==> src/rtl/exe_stage_mc_if.sv <==
`default_nettype none
// ============================================================================
// Module   : exe_stage_mc_if
// Purpose  : ID/EX register contents in, EX/MEM payload and freeze out.
//            Macro EXE_OVF_TRAP_EN adds the ovf output.
// Revision : 1.0 - initial release
// ============================================================================
interface exe_stage_mc_if #(
    parameter int DATA_W = 32
);
    logic              flush;
    logic              in_valid;
    logic [DATA_W-1:0] val1;
    logic [DATA_W-1:0] val2;
    logic [DATA_W-1:0] reg2;
    logic [DATA_W-1:0] pc_in;
    logic [4:0]        dest_in;
    logic [1:0]        br_type;
    logic [3:0]        exe_cmd;
    logic              mem_r_en_in;
    logic              mem_w_en_in;
    logic              wb_en_in;

    logic              freeze;
    logic              out_valid;
    logic [DATA_W-1:0] alu_result;
    logic [DATA_W-1:0] st_val;
    logic [4:0]        dest;
    logic              mem_r_en;
    logic              mem_w_en;
    logic              wb_en;
    logic              br_taken;
    logic [DATA_W-1:0] br_addr;
`ifdef EXE_OVF_TRAP_EN
    logic              ovf;
`endif

    modport master (
`ifdef EXE_OVF_TRAP_EN
        input  ovf,
`endif
        output flush, in_valid, val1, val2, reg2, pc_in, dest_in, br_type,
               exe_cmd, mem_r_en_in, mem_w_en_in, wb_en_in,
        input  freeze, out_valid, alu_result, st_val, dest, mem_r_en,
               mem_w_en, wb_en, br_taken, br_addr
    );

    modport slave (
`ifdef EXE_OVF_TRAP_EN
        output ovf,
`endif
        input  flush, in_valid, val1, val2, reg2, pc_in, dest_in, br_type,
               exe_cmd, mem_r_en_in, mem_w_en_in, wb_en_in,
        output freeze, out_valid, alu_result, st_val, dest, mem_r_en,
               mem_w_en, wb_en, br_taken, br_addr
    );
endinterface
`default_nettype wire

==> src/rtl/exe_stage_mc.sv <==
`default_nettype none
// ============================================================================
// Module   : exe_stage_mc
// Purpose  : Multicycle MIPS execute stage: 1-cycle ALU/branch ops plus an
//            iterative shift-add MUL that freezes upstream until done.
//            Macro EXE_OVF_TRAP_EN enables signed-overflow trap (ovf output).
// Revision : 1.0 - initial release
// ============================================================================
module exe_stage_mc #(
    parameter int DATA_W = 32
) (
    input  logic           clk,
    input  logic           rst,
    exe_stage_mc_if.slave  bus
);
    localparam int CNT_W = (DATA_W > 1) ? $clog2(DATA_W) : 1;
    localparam int MSB   = DATA_W - 1;
    localparam logic [CNT_W-1:0] C_CNT_LAST = CNT_W'(DATA_W - 1);

    localparam logic [0:0] S_IDLE = 1'b0;
    localparam logic [0:0] S_BUSY = 1'b1;

    localparam logic [3:0] C_CMD_ADD = 4'd0;
    localparam logic [3:0] C_CMD_SUB = 4'd1;
    localparam logic [3:0] C_CMD_AND = 4'd2;
    localparam logic [3:0] C_CMD_OR  = 4'd3;
    localparam logic [3:0] C_CMD_NOR = 4'd4;
    localparam logic [3:0] C_CMD_XOR = 4'd5;
    localparam logic [3:0] C_CMD_SLL = 4'd6;
    localparam logic [3:0] C_CMD_SRA = 4'd7;
    localparam logic [3:0] C_CMD_SRL = 4'd8;
    localparam logic [3:0] C_CMD_MUL = 4'd9;

    localparam logic [1:0] C_BR_NONE = 2'd0;
    localparam logic [1:0] C_BR_BEZ  = 2'd1;
    localparam logic [1:0] C_BR_BNE  = 2'd2;

    function automatic logic br_eval(input logic [1:0] t,
                                     input logic [DATA_W-1:0] a,
                                     input logic [DATA_W-1:0] b);
        case (t)
            C_BR_NONE: br_eval = 1'b0;
            C_BR_BEZ:  br_eval = (a == '0);
            C_BR_BNE:  br_eval = (a != b);
            default:   br_eval = 1'b1;
        endcase
    endfunction

    logic [0:0]        state_q, state_d;
    logic [CNT_W-1:0]  cnt_q, cnt_d;
    logic [DATA_W-1:0] acc_q, acc_d;
    logic [DATA_W-1:0] m_op1_q, m_op1_d;
    logic [DATA_W-1:0] m_op2_q, m_op2_d;
    logic [DATA_W-1:0] m_reg2_q, m_reg2_d;
    logic [DATA_W-1:0] m_pc_q, m_pc_d;
    logic [4:0]        m_dest_q, m_dest_d;
    logic [1:0]        m_br_q, m_br_d;
    logic              m_mr_q, m_mr_d;
    logic              m_mw_q, m_mw_d;
    logic              m_wb_q, m_wb_d;

    logic              out_valid_q, out_valid_d;
    logic [DATA_W-1:0] alu_result_q, alu_result_d;
    logic [DATA_W-1:0] st_val_q, st_val_d;
    logic [4:0]        dest_q, dest_d;
    logic              mem_r_en_q, mem_r_en_d;
    logic              mem_w_en_q, mem_w_en_d;
    logic              wb_en_q, wb_en_d;
    logic              br_taken_q, br_taken_d;
    logic [DATA_W-1:0] br_addr_q, br_addr_d;

    logic              w_freeze;
    logic              w_is_mul;
    logic              w_last;
    logic [DATA_W-1:0] w_alu_result;
    logic [DATA_W-1:0] w_acc_next;
    logic              w_ovf;

    assign w_is_mul   = (bus.exe_cmd == C_CMD_MUL);
    assign w_last     = (cnt_q == C_CNT_LAST);
    // Operands stay unshifted so a branch paired with MUL can still use them.
    assign w_acc_next = acc_q + (m_op2_q[cnt_q] ? (m_op1_q << cnt_q) : '0);

    always_comb begin
        w_alu_result = '0;
        case (bus.exe_cmd)
            C_CMD_ADD: w_alu_result = bus.val1 + bus.val2;
            C_CMD_SUB: w_alu_result = bus.val1 - bus.val2;
            C_CMD_AND: w_alu_result = bus.val1 & bus.val2;
            C_CMD_OR:  w_alu_result = bus.val1 | bus.val2;
            C_CMD_NOR: w_alu_result = ~(bus.val1 | bus.val2);
            C_CMD_XOR: w_alu_result = bus.val1 ^ bus.val2;
            C_CMD_SLL: w_alu_result = bus.val1 << bus.val2[4:0];
            C_CMD_SRA: w_alu_result = $signed(bus.val1) >>> bus.val2[4:0];
            C_CMD_SRL: w_alu_result = bus.val1 >> bus.val2[4:0];
            default:   w_alu_result = '0;
        endcase
    end

`ifdef EXE_OVF_TRAP_EN
    logic ovf_q, ovf_d;

    always_comb begin
        w_ovf = 1'b0;
        if (bus.exe_cmd == C_CMD_ADD)
            w_ovf = (bus.val1[MSB] == bus.val2[MSB]) && (w_alu_result[MSB] != bus.val1[MSB]);
        else if (bus.exe_cmd == C_CMD_SUB)
            w_ovf = (bus.val1[MSB] != bus.val2[MSB]) && (w_alu_result[MSB] != bus.val1[MSB]);
    end

    always_comb begin
        ovf_d = 1'b0;
        if (state_q == S_IDLE && bus.in_valid && !bus.flush && !w_is_mul)
            ovf_d = w_ovf;
    end

    always_ff @(posedge clk) begin
        if (rst) ovf_q <= 1'b0;
        else     ovf_q <= ovf_d;
    end

    assign bus.ovf = ovf_q;
`else
    assign w_ovf = 1'b0;
`endif

    // FSM: state register
    always_ff @(posedge clk) begin
        if (rst) state_q <= S_IDLE;
        else     state_q <= state_d;
    end

    // FSM: next state
    always_comb begin
        state_d = state_q;
        case (state_q)
            S_IDLE: if (bus.in_valid && !bus.flush && w_is_mul) state_d = S_BUSY;
            S_BUSY: if (bus.flush || w_last)                    state_d = S_IDLE;
            default: state_d = S_IDLE;
        endcase
    end

    // FSM: outputs; freeze releases in the final iteration so upstream advances with the result.
    always_comb begin
        w_freeze = 1'b0;
        case (state_q)
            S_IDLE: w_freeze = bus.in_valid && !bus.flush && w_is_mul;
            S_BUSY: w_freeze = !bus.flush && !w_last;
            default: w_freeze = 1'b0;
        endcase
    end

    always_comb begin
        cnt_d        = cnt_q;
        acc_d        = acc_q;
        m_op1_d      = m_op1_q;
        m_op2_d      = m_op2_q;
        m_reg2_d     = m_reg2_q;
        m_pc_d       = m_pc_q;
        m_dest_d     = m_dest_q;
        m_br_d       = m_br_q;
        m_mr_d       = m_mr_q;
        m_mw_d       = m_mw_q;
        m_wb_d       = m_wb_q;
        out_valid_d  = 1'b0;
        alu_result_d = alu_result_q;
        st_val_d     = st_val_q;
        dest_d       = dest_q;
        mem_r_en_d   = 1'b0;
        mem_w_en_d   = 1'b0;
        wb_en_d      = 1'b0;
        br_taken_d   = 1'b0;
        br_addr_d    = br_addr_q;

        if (state_q == S_IDLE) begin
            if (bus.in_valid && !bus.flush) begin
                if (w_is_mul) begin
                    m_op1_d  = bus.val1;
                    m_op2_d  = bus.val2;
                    m_reg2_d = bus.reg2;
                    m_pc_d   = bus.pc_in;
                    m_dest_d = bus.dest_in;
                    m_br_d   = bus.br_type;
                    m_mr_d   = bus.mem_r_en_in;
                    m_mw_d   = bus.mem_w_en_in;
                    m_wb_d   = bus.wb_en_in;
                    acc_d    = '0;
                    cnt_d    = '0;
                end else begin
                    out_valid_d  = 1'b1;
                    alu_result_d = w_alu_result;
                    st_val_d     = bus.reg2;
                    dest_d       = bus.dest_in;
                    mem_r_en_d   = bus.mem_r_en_in;
                    mem_w_en_d   = bus.mem_w_en_in;
                    wb_en_d      = bus.wb_en_in & ~w_ovf;
                    br_taken_d   = br_eval(bus.br_type, bus.val1, bus.reg2);
                    if (bus.br_type != C_BR_NONE)
                        br_addr_d = bus.pc_in + (bus.val2 << 2);
                end
            end
        end else if (!bus.flush) begin
            acc_d = w_acc_next;
            cnt_d = cnt_q + CNT_W'(1);
            if (w_last) begin
                cnt_d        = '0;
                out_valid_d  = 1'b1;
                alu_result_d = w_acc_next;
                st_val_d     = m_reg2_q;
                dest_d       = m_dest_q;
                mem_r_en_d   = m_mr_q;
                mem_w_en_d   = m_mw_q;
                wb_en_d      = m_wb_q;
                br_taken_d   = br_eval(m_br_q, m_op1_q, m_reg2_q);
                if (m_br_q != C_BR_NONE)
                    br_addr_d = m_pc_q + (m_op2_q << 2);
            end
        end else begin
            cnt_d = '0;
        end
    end

    always_ff @(posedge clk) begin
        if (rst) begin
            cnt_q        <= '0;
            acc_q        <= '0;
            m_op1_q      <= '0;
            m_op2_q      <= '0;
            m_reg2_q     <= '0;
            m_pc_q       <= '0;
            m_dest_q     <= '0;
            m_br_q       <= '0;
            m_mr_q       <= 1'b0;
            m_mw_q       <= 1'b0;
            m_wb_q       <= 1'b0;
            out_valid_q  <= 1'b0;
            alu_result_q <= '0;
            st_val_q     <= '0;
            dest_q       <= '0;
            mem_r_en_q   <= 1'b0;
            mem_w_en_q   <= 1'b0;
            wb_en_q      <= 1'b0;
            br_taken_q   <= 1'b0;
            br_addr_q    <= '0;
        end else begin
            cnt_q        <= cnt_d;
            acc_q        <= acc_d;
            m_op1_q      <= m_op1_d;
            m_op2_q      <= m_op2_d;
            m_reg2_q     <= m_reg2_d;
            m_pc_q       <= m_pc_d;
            m_dest_q     <= m_dest_d;
            m_br_q       <= m_br_d;
            m_mr_q       <= m_mr_d;
            m_mw_q       <= m_mw_d;
            m_wb_q       <= m_wb_d;
            out_valid_q  <= out_valid_d;
            alu_result_q <= alu_result_d;
            st_val_q     <= st_val_d;
            dest_q       <= dest_d;
            mem_r_en_q   <= mem_r_en_d;
            mem_w_en_q   <= mem_w_en_d;
            wb_en_q      <= wb_en_d;
            br_taken_q   <= br_taken_d;
            br_addr_q    <= br_addr_d;
        end
    end

    assign bus.freeze     = w_freeze;
    assign bus.out_valid  = out_valid_q;
    assign bus.alu_result = alu_result_q;
    assign bus.st_val     = st_val_q;
    assign bus.dest       = dest_q;
    assign bus.mem_r_en   = mem_r_en_q;
    assign bus.mem_w_en   = mem_w_en_q;
    assign bus.wb_en      = wb_en_q;
    assign bus.br_taken   = br_taken_q;
    assign bus.br_addr    = br_addr_q;
endmodule
`default_nettype wire

==> src/flat_wrapper.sv <==
// flat-port wrapper written by rule: the top's interface ports become plain ports
module exe_stage_mc_flat 
#(
    parameter int DATA_W = 32
)
  (clk, rst, bus_flush, bus_in_valid, bus_val1, bus_val2, bus_reg2, bus_pc_in, bus_dest_in, bus_br_type, bus_exe_cmd, bus_mem_r_en_in, bus_mem_w_en_in, bus_wb_en_in, bus_freeze, bus_out_valid, bus_alu_result, bus_st_val, bus_dest, bus_mem_r_en, bus_mem_w_en, bus_wb_en, bus_br_taken, bus_br_addr);
  exe_stage_mc_if #(.DATA_W(DATA_W)) bus_i ();
  input  logic clk;
  input  logic rst;
  input wire logic [$bits(bus_i.flush)-1:0] bus_flush;
  input wire logic [$bits(bus_i.in_valid)-1:0] bus_in_valid;
  input wire logic [$bits(bus_i.val1)-1:0] bus_val1;
  input wire logic [$bits(bus_i.val2)-1:0] bus_val2;
  input wire logic [$bits(bus_i.reg2)-1:0] bus_reg2;
  input wire logic [$bits(bus_i.pc_in)-1:0] bus_pc_in;
  input wire logic [$bits(bus_i.dest_in)-1:0] bus_dest_in;
  input wire logic [$bits(bus_i.br_type)-1:0] bus_br_type;
  input wire logic [$bits(bus_i.exe_cmd)-1:0] bus_exe_cmd;
  input wire logic [$bits(bus_i.mem_r_en_in)-1:0] bus_mem_r_en_in;
  input wire logic [$bits(bus_i.mem_w_en_in)-1:0] bus_mem_w_en_in;
  input wire logic [$bits(bus_i.wb_en_in)-1:0] bus_wb_en_in;
  output wire logic [$bits(bus_i.freeze)-1:0] bus_freeze;
  output wire logic [$bits(bus_i.out_valid)-1:0] bus_out_valid;
  output wire logic [$bits(bus_i.alu_result)-1:0] bus_alu_result;
  output wire logic [$bits(bus_i.st_val)-1:0] bus_st_val;
  output wire logic [$bits(bus_i.dest)-1:0] bus_dest;
  output wire logic [$bits(bus_i.mem_r_en)-1:0] bus_mem_r_en;
  output wire logic [$bits(bus_i.mem_w_en)-1:0] bus_mem_w_en;
  output wire logic [$bits(bus_i.wb_en)-1:0] bus_wb_en;
  output wire logic [$bits(bus_i.br_taken)-1:0] bus_br_taken;
  output wire logic [$bits(bus_i.br_addr)-1:0] bus_br_addr;
  assign bus_i.flush = bus_flush;
  assign bus_i.in_valid = bus_in_valid;
  assign bus_i.val1 = bus_val1;
  assign bus_i.val2 = bus_val2;
  assign bus_i.reg2 = bus_reg2;
  assign bus_i.pc_in = bus_pc_in;
  assign bus_i.dest_in = bus_dest_in;
  assign bus_i.br_type = bus_br_type;
  assign bus_i.exe_cmd = bus_exe_cmd;
  assign bus_i.mem_r_en_in = bus_mem_r_en_in;
  assign bus_i.mem_w_en_in = bus_mem_w_en_in;
  assign bus_i.wb_en_in = bus_wb_en_in;
  assign bus_freeze = bus_i.freeze;
  assign bus_out_valid = bus_i.out_valid;
  assign bus_alu_result = bus_i.alu_result;
  assign bus_st_val = bus_i.st_val;
  assign bus_dest = bus_i.dest;
  assign bus_mem_r_en = bus_i.mem_r_en;
  assign bus_mem_w_en = bus_i.mem_w_en;
  assign bus_wb_en = bus_i.wb_en;
  assign bus_br_taken = bus_i.br_taken;
  assign bus_br_addr = bus_i.br_addr;
  exe_stage_mc #(.DATA_W(DATA_W)) u_core (.clk(clk), .rst(rst), .bus(bus_i));
endmodule
==> config.mk <==
export PLATFORM = sky130hd
export DESIGN_NAME = exe_stage_mc_flat
export DESIGN_NICKNAME = d
export VERILOG_FILES = /design/src/rtl/exe_stage_mc_if.sv /design/src/rtl/exe_stage_mc.sv /design/src/flat_wrapper.sv
export SDC_FILE = /design/constraint.sdc
export NUM_CORES = 1
export LEC_CHECK = 0
export CAP_MARGIN = 40
export CORE_MARGIN = 4
export CORE_UTILIZATION = 30
export CTS_BUF_LIST = sky130_fd_sc_hd__clkbuf_16
export CTS_CLUSTER_DIAMETER = 50
export DETAILED_ROUTE_END_ITERATION = 8
export SLEW_MARGIN = 30
export SYNTH_ARGS = -nofsm -noshare
export SYNTH_HDL_FRONTEND = slang
export SYNTH_SLANG_ARGS = --single-unit
==> constraint.sdc <==
create_clock -name clk -period 16.15 [get_ports clk]
set_input_delay 4.845 -clock clk [delete_from_list [all_inputs] [get_ports clk]]
set_output_delay 4.845 -clock clk [all_outputs]
set_load 0.02 [all_outputs]
==> summary.md <==
| Metric | Value |
|---|---|
| Outcome | `complete, no violations` |
| Share of synthesized flip-flops with an asynchronous set or reset | `0%` |
| Post-cts hold buffer count | `0` |
| Count of max-cap constraint violations | `0` |
| Count of distinct cell types in the synthesized netlist | `101` |
| Slew Viols, Final | `0` |
| Clock tree from TritonCTS | `built` |
| Critical path class | `in -> out` |
| Final setup violation count | `0` |
| Vias in the first global route | `25000` |
| Average cell area after synthesis | `7.38 um2` |
| Post CTS Setup Buffer Count | `0` |
| Total congestion overflow | `0` |
| Critical Path Most Common Cell | `sky130_fd_sc_hd__clkdlybuf4s50_1` |
| Largest fanout of any net on the critical path | `14` |
| Top layer in use | `met4` |
| Die Width | `300 um` |
| Cell area after synthesis | `25600 um2` |
| Overall track demand over capacity in global routing | `23.8%` |
| Most repeated cell in the gate-level netlist after synthesis | `sky130_fd_sc_hd__nand2_1` |
| Row count | `106` |
| Global-route wire length before repair | `165 mm` |
| HPWL Detailed | `84.5 mm` |
| Crit share post-route | `77.2%` |
| Lkg Pwr | `0.0118 uW` |
| CP arrival | `7.62 ns` |
| Top cell types by occurrence after synthesis | `sky130_fd_sc_hd__nand2_1 (551), sky130_fd_sc_hd__a21oi_1 (404), sky130_fd_sc_hd__nor2_1 (332), sky130_fd_sc_hd__dfxtp_1 (282), sky130_fd_sc_hd__o21ai_0 (217)` |
| Count of placed standard cells in the final layout, fillers left out | `4735` |
| Beginning of the worst register-to-register path | `u_core.cnt_q[1]` |
| Number of levels the H-tree was split into | `2` |
| Crit. Startpoint | `bus_exe_cmd[1]` |
| RSZ-0062 raised after global routing | `no` |
| Placed cell count | `4658` |
| Count of pins on the block boundary | `253` |
| EDFF count, synth | `0` |
| Category of the worst setup path capture point | `output pin` |
| Placeable core region | `84100 um2` |
| Wire length after detailed routing | `113 mm` |
| Peak Freq | `0.0802 GHz` |
| Total of fill cells in the finished design | `8908` |
| Die Footprint | `90000 um2` |
| Flip-flop and latch count after synthesis | `282` |
| Post-cts sizing count | `0` |
| Critical Path Start Type | `input pin` |
| Critical path required time | `11.30 ns` |
| Clock transition at the registers of the reported paths | `0.06 ns` |
| Maximum single-stage delay on the critical path | `0.66 ns` |
| Area after detailed placement | `29000 um2` |
| Final standard cell area without fillers | `30400 um2` |
| Vias per cell | `5.71` |
| Gp weighted congestion | `1.01` |
| Port Buffer Count | `252` |
| Iter 0 DRT Violations | `3209` |
| Worst min path class | `reg -> reg` |
| Maximum ir drop on the vdd rail | `0.0695 mV` |
| Layout Skew | `0.0331 ns` |
| Period minus WS final | `12.47 ns` |
| Post-route ant nets | `0` |
| Starting density of the core | `30.4%` |
| Worst rel slew slack | `36.7%` |
| Buffer depth of the longest clock path | `3` |
| Final nets | `3910` |
| Slew @ Worst Pin | `0.947 ns` |
| # clock sinks | `282` |
| Cell breakdown of the critical path | `clkdlybuf4s50_1 -> nor2_1 -> and3_1 -> and3b_1 -> nand2_4 -> nand2_1 -> clkdlybuf4s50_1` |
| Top post-synthesis cells by area | `sky130_fd_sc_hd__dfxtp_1 (22%), sky130_fd_sc_hd__ha_1 (9.2%), sky130_fd_sc_hd__nand2_1 (8.1%)` |
| Detail Route met2 WL | `48.1 mm` |
| Average routed wire per standard cell | `23.8 um` |
| Antenna violations before repair | `3` |
| Reg-to-Reg End | `u_core.bus.alu_result[30]` |
| Critical Path Sink | `bus_freeze` |
| Syn Nets | `3804` |
| Library cell used as clock root buffer | `sky130_fd_sc_hd__clkbuf_16` |
| FF-to-FF path depth | `20` |
| Clock latency on the worst-skew pair | `0.58 ns` |
| Post-synthesis cell count | `3466` |
| Inserted Clock Buffers | `40` |
| Vertical die dimension | `300 um` |
| Worst reg-to-reg setup slack | `10.71 ns` |
| Slowest-stage cell, CP | `sky130_fd_sc_hd__clkdlybuf4s50_1` |
| Largest net degree at the start of global routing | `117` |
| Detailed-routing wirelength on met1 | `49.4 mm` |
| Number of detailed-route iterations in the first pass | `5` |
| Proportion of netlist area held by the largest area contributor | `22.1%` |
| Final Hold Viols | `0` |
| Most used DFF post-synth | `sky130_fd_sc_hd__dfxtp_1` |
| Final worst hold slack | `0.455 ns` |
| Met3 wirelength from detailed routing | `11.1 mm` |
| Vias after detailed routing | `27000` |
| Area Growth Syn to Fin | `19.0%` |
| Cell area power density | `71.2 nW/um2` |
| Setup TNS Final | `0 ns` |
| Fraction of final layout cells with drive strength greater than 1 | `6.98%` |
| Area leader, netlist | `sky130_fd_sc_hd__dfxtp_1` |
| Number of synthesis warnings | `0` |
| Proportion of synthesized chip area in sequential cells | `22.1%` |
| DRC violation count after routing | `0` |
-- placed cells by master (no fill, tap or decap), types with 49 or more instances in the layout --
cell / instances
sky130_fd_sc_hd__nand2_1: 550
sky130_fd_sc_hd__a21oi_1: 403
sky130_fd_sc_hd__nor2_1: 327
sky130_fd_sc_hd__dfxtp_1: 280
sky130_fd_sc_hd__clkdlybuf4s50_1: 246
sky130_fd_sc_hd__o21ai_0: 217
sky130_fd_sc_hd__ha_1: 188
sky130_fd_sc_hd__mux2i_1: 132
sky130_fd_sc_hd__xnor2_1: 106
sky130_fd_sc_hd__inv_1: 105
sky130_fd_sc_hd__a211oi_1: 93
sky130_fd_sc_hd__xor2_1: 82
sky130_fd_sc_hd__a21o_1: 59
sky130_fd_sc_hd__buf_4: 49
-- how the worst min path moves through the flow --
stage,startpoint,end,slack (ns),cells past startpoint
floorplan,u_core.m_op2_q[30],u_core.m_op2_q[30],0.43,2
global placement,u_core.m_dest_q[0],u_core.m_dest_q[0],0.44,2
detailed placement,u_core.m_mr_q,u_core.m_mr_q,0.45,2
CTS,u_core.m_mw_q,u_core.m_mw_q,0.46,2
global route,u_core.bus.br_addr[9],u_core.bus.br_addr[9],0.47,2
finish,u_core.m_pc_q[0],u_core.m_pc_q[0],0.46,2
-- routing by layer --
layer  track usage, %  up-vias
met4             7.69        0
li1                 -    12700
met1             33.7    12800
met5                0        -
met2             36.1     1297
met3             5.13      224
-- kinds of logic after synthesis --
| family | count (synthesis) | synth area share, % |
|---|---|---|
| compound gates | 1076 | 26.4 |
| fa+ha+maj | 192 | 9.51 |
| flops | 282 | 22.1 |
| xor+xnor | 188 | 6.44 |
| buf+inv | 364 | 5.75 |
| mux | 194 | 10.0 |
| simple gates | 1170 | 19.8 |
-- state kept, by name (all words and copies together), names as in the netlist, 2 cells and up --
signal / flops
u_core.acc_q: 32
u_core.bus.alu_result: 32
u_core.bus.br_addr: 32
u_core.bus.dest: 5
u_core.bus.st_val: 32
u_core.cnt_q: 5
u_core.m_br_q: 2
u_core.m_dest_q: 5
u_core.m_op1_q: 32
u_core.m_op2_q: 32
u_core.m_pc_q: 32
u_core.m_reg2_q: 32
-- power by group --
group / leakage, uW / switching, uW / internal, uW
clock network: 0.000626 / 362 / 494
registers: 0.00229 / 16.5 / 716
logic: 0.00892 / 357 / 221
total: 0.0118 / 735 / 1430
-- critical path: cells and delay by family --
family	cells	cell delay, ns
buf+inv	2	1.23
simple gates	5	1.54
-- metrics by stage --
stage                     total power (uW)  setup WS [ns]  utilization, %
after floorplan                       1080           5.24               -
after global placement                1300           3.28            34.3
after detailed placement              1310           3.26            34.5
after CTS                             2170           3.24            36.0
after global routing                  2250           3.58            36.2
final                                 2170           3.68            36.2
-- layout make-up --
class / instances / area, um2 / share of cell area (%)
multi-input cells: 2820 / 18500 / 60.9
flip-flops and latches: 282 / 5650 / 18.6
repair buffers: 319 / 3150 / 10.3
well taps: 1134 / 1420 / 4.66
clock buffers: 42 / 1050 / 3.45
inverters: 109 / 409 / 1.34
clock inverters: 25 / 213 / 0.699
diodes: 4 / 10.0 / 0.0329
No activity file was read; power rests on OpenSTA's default activity.
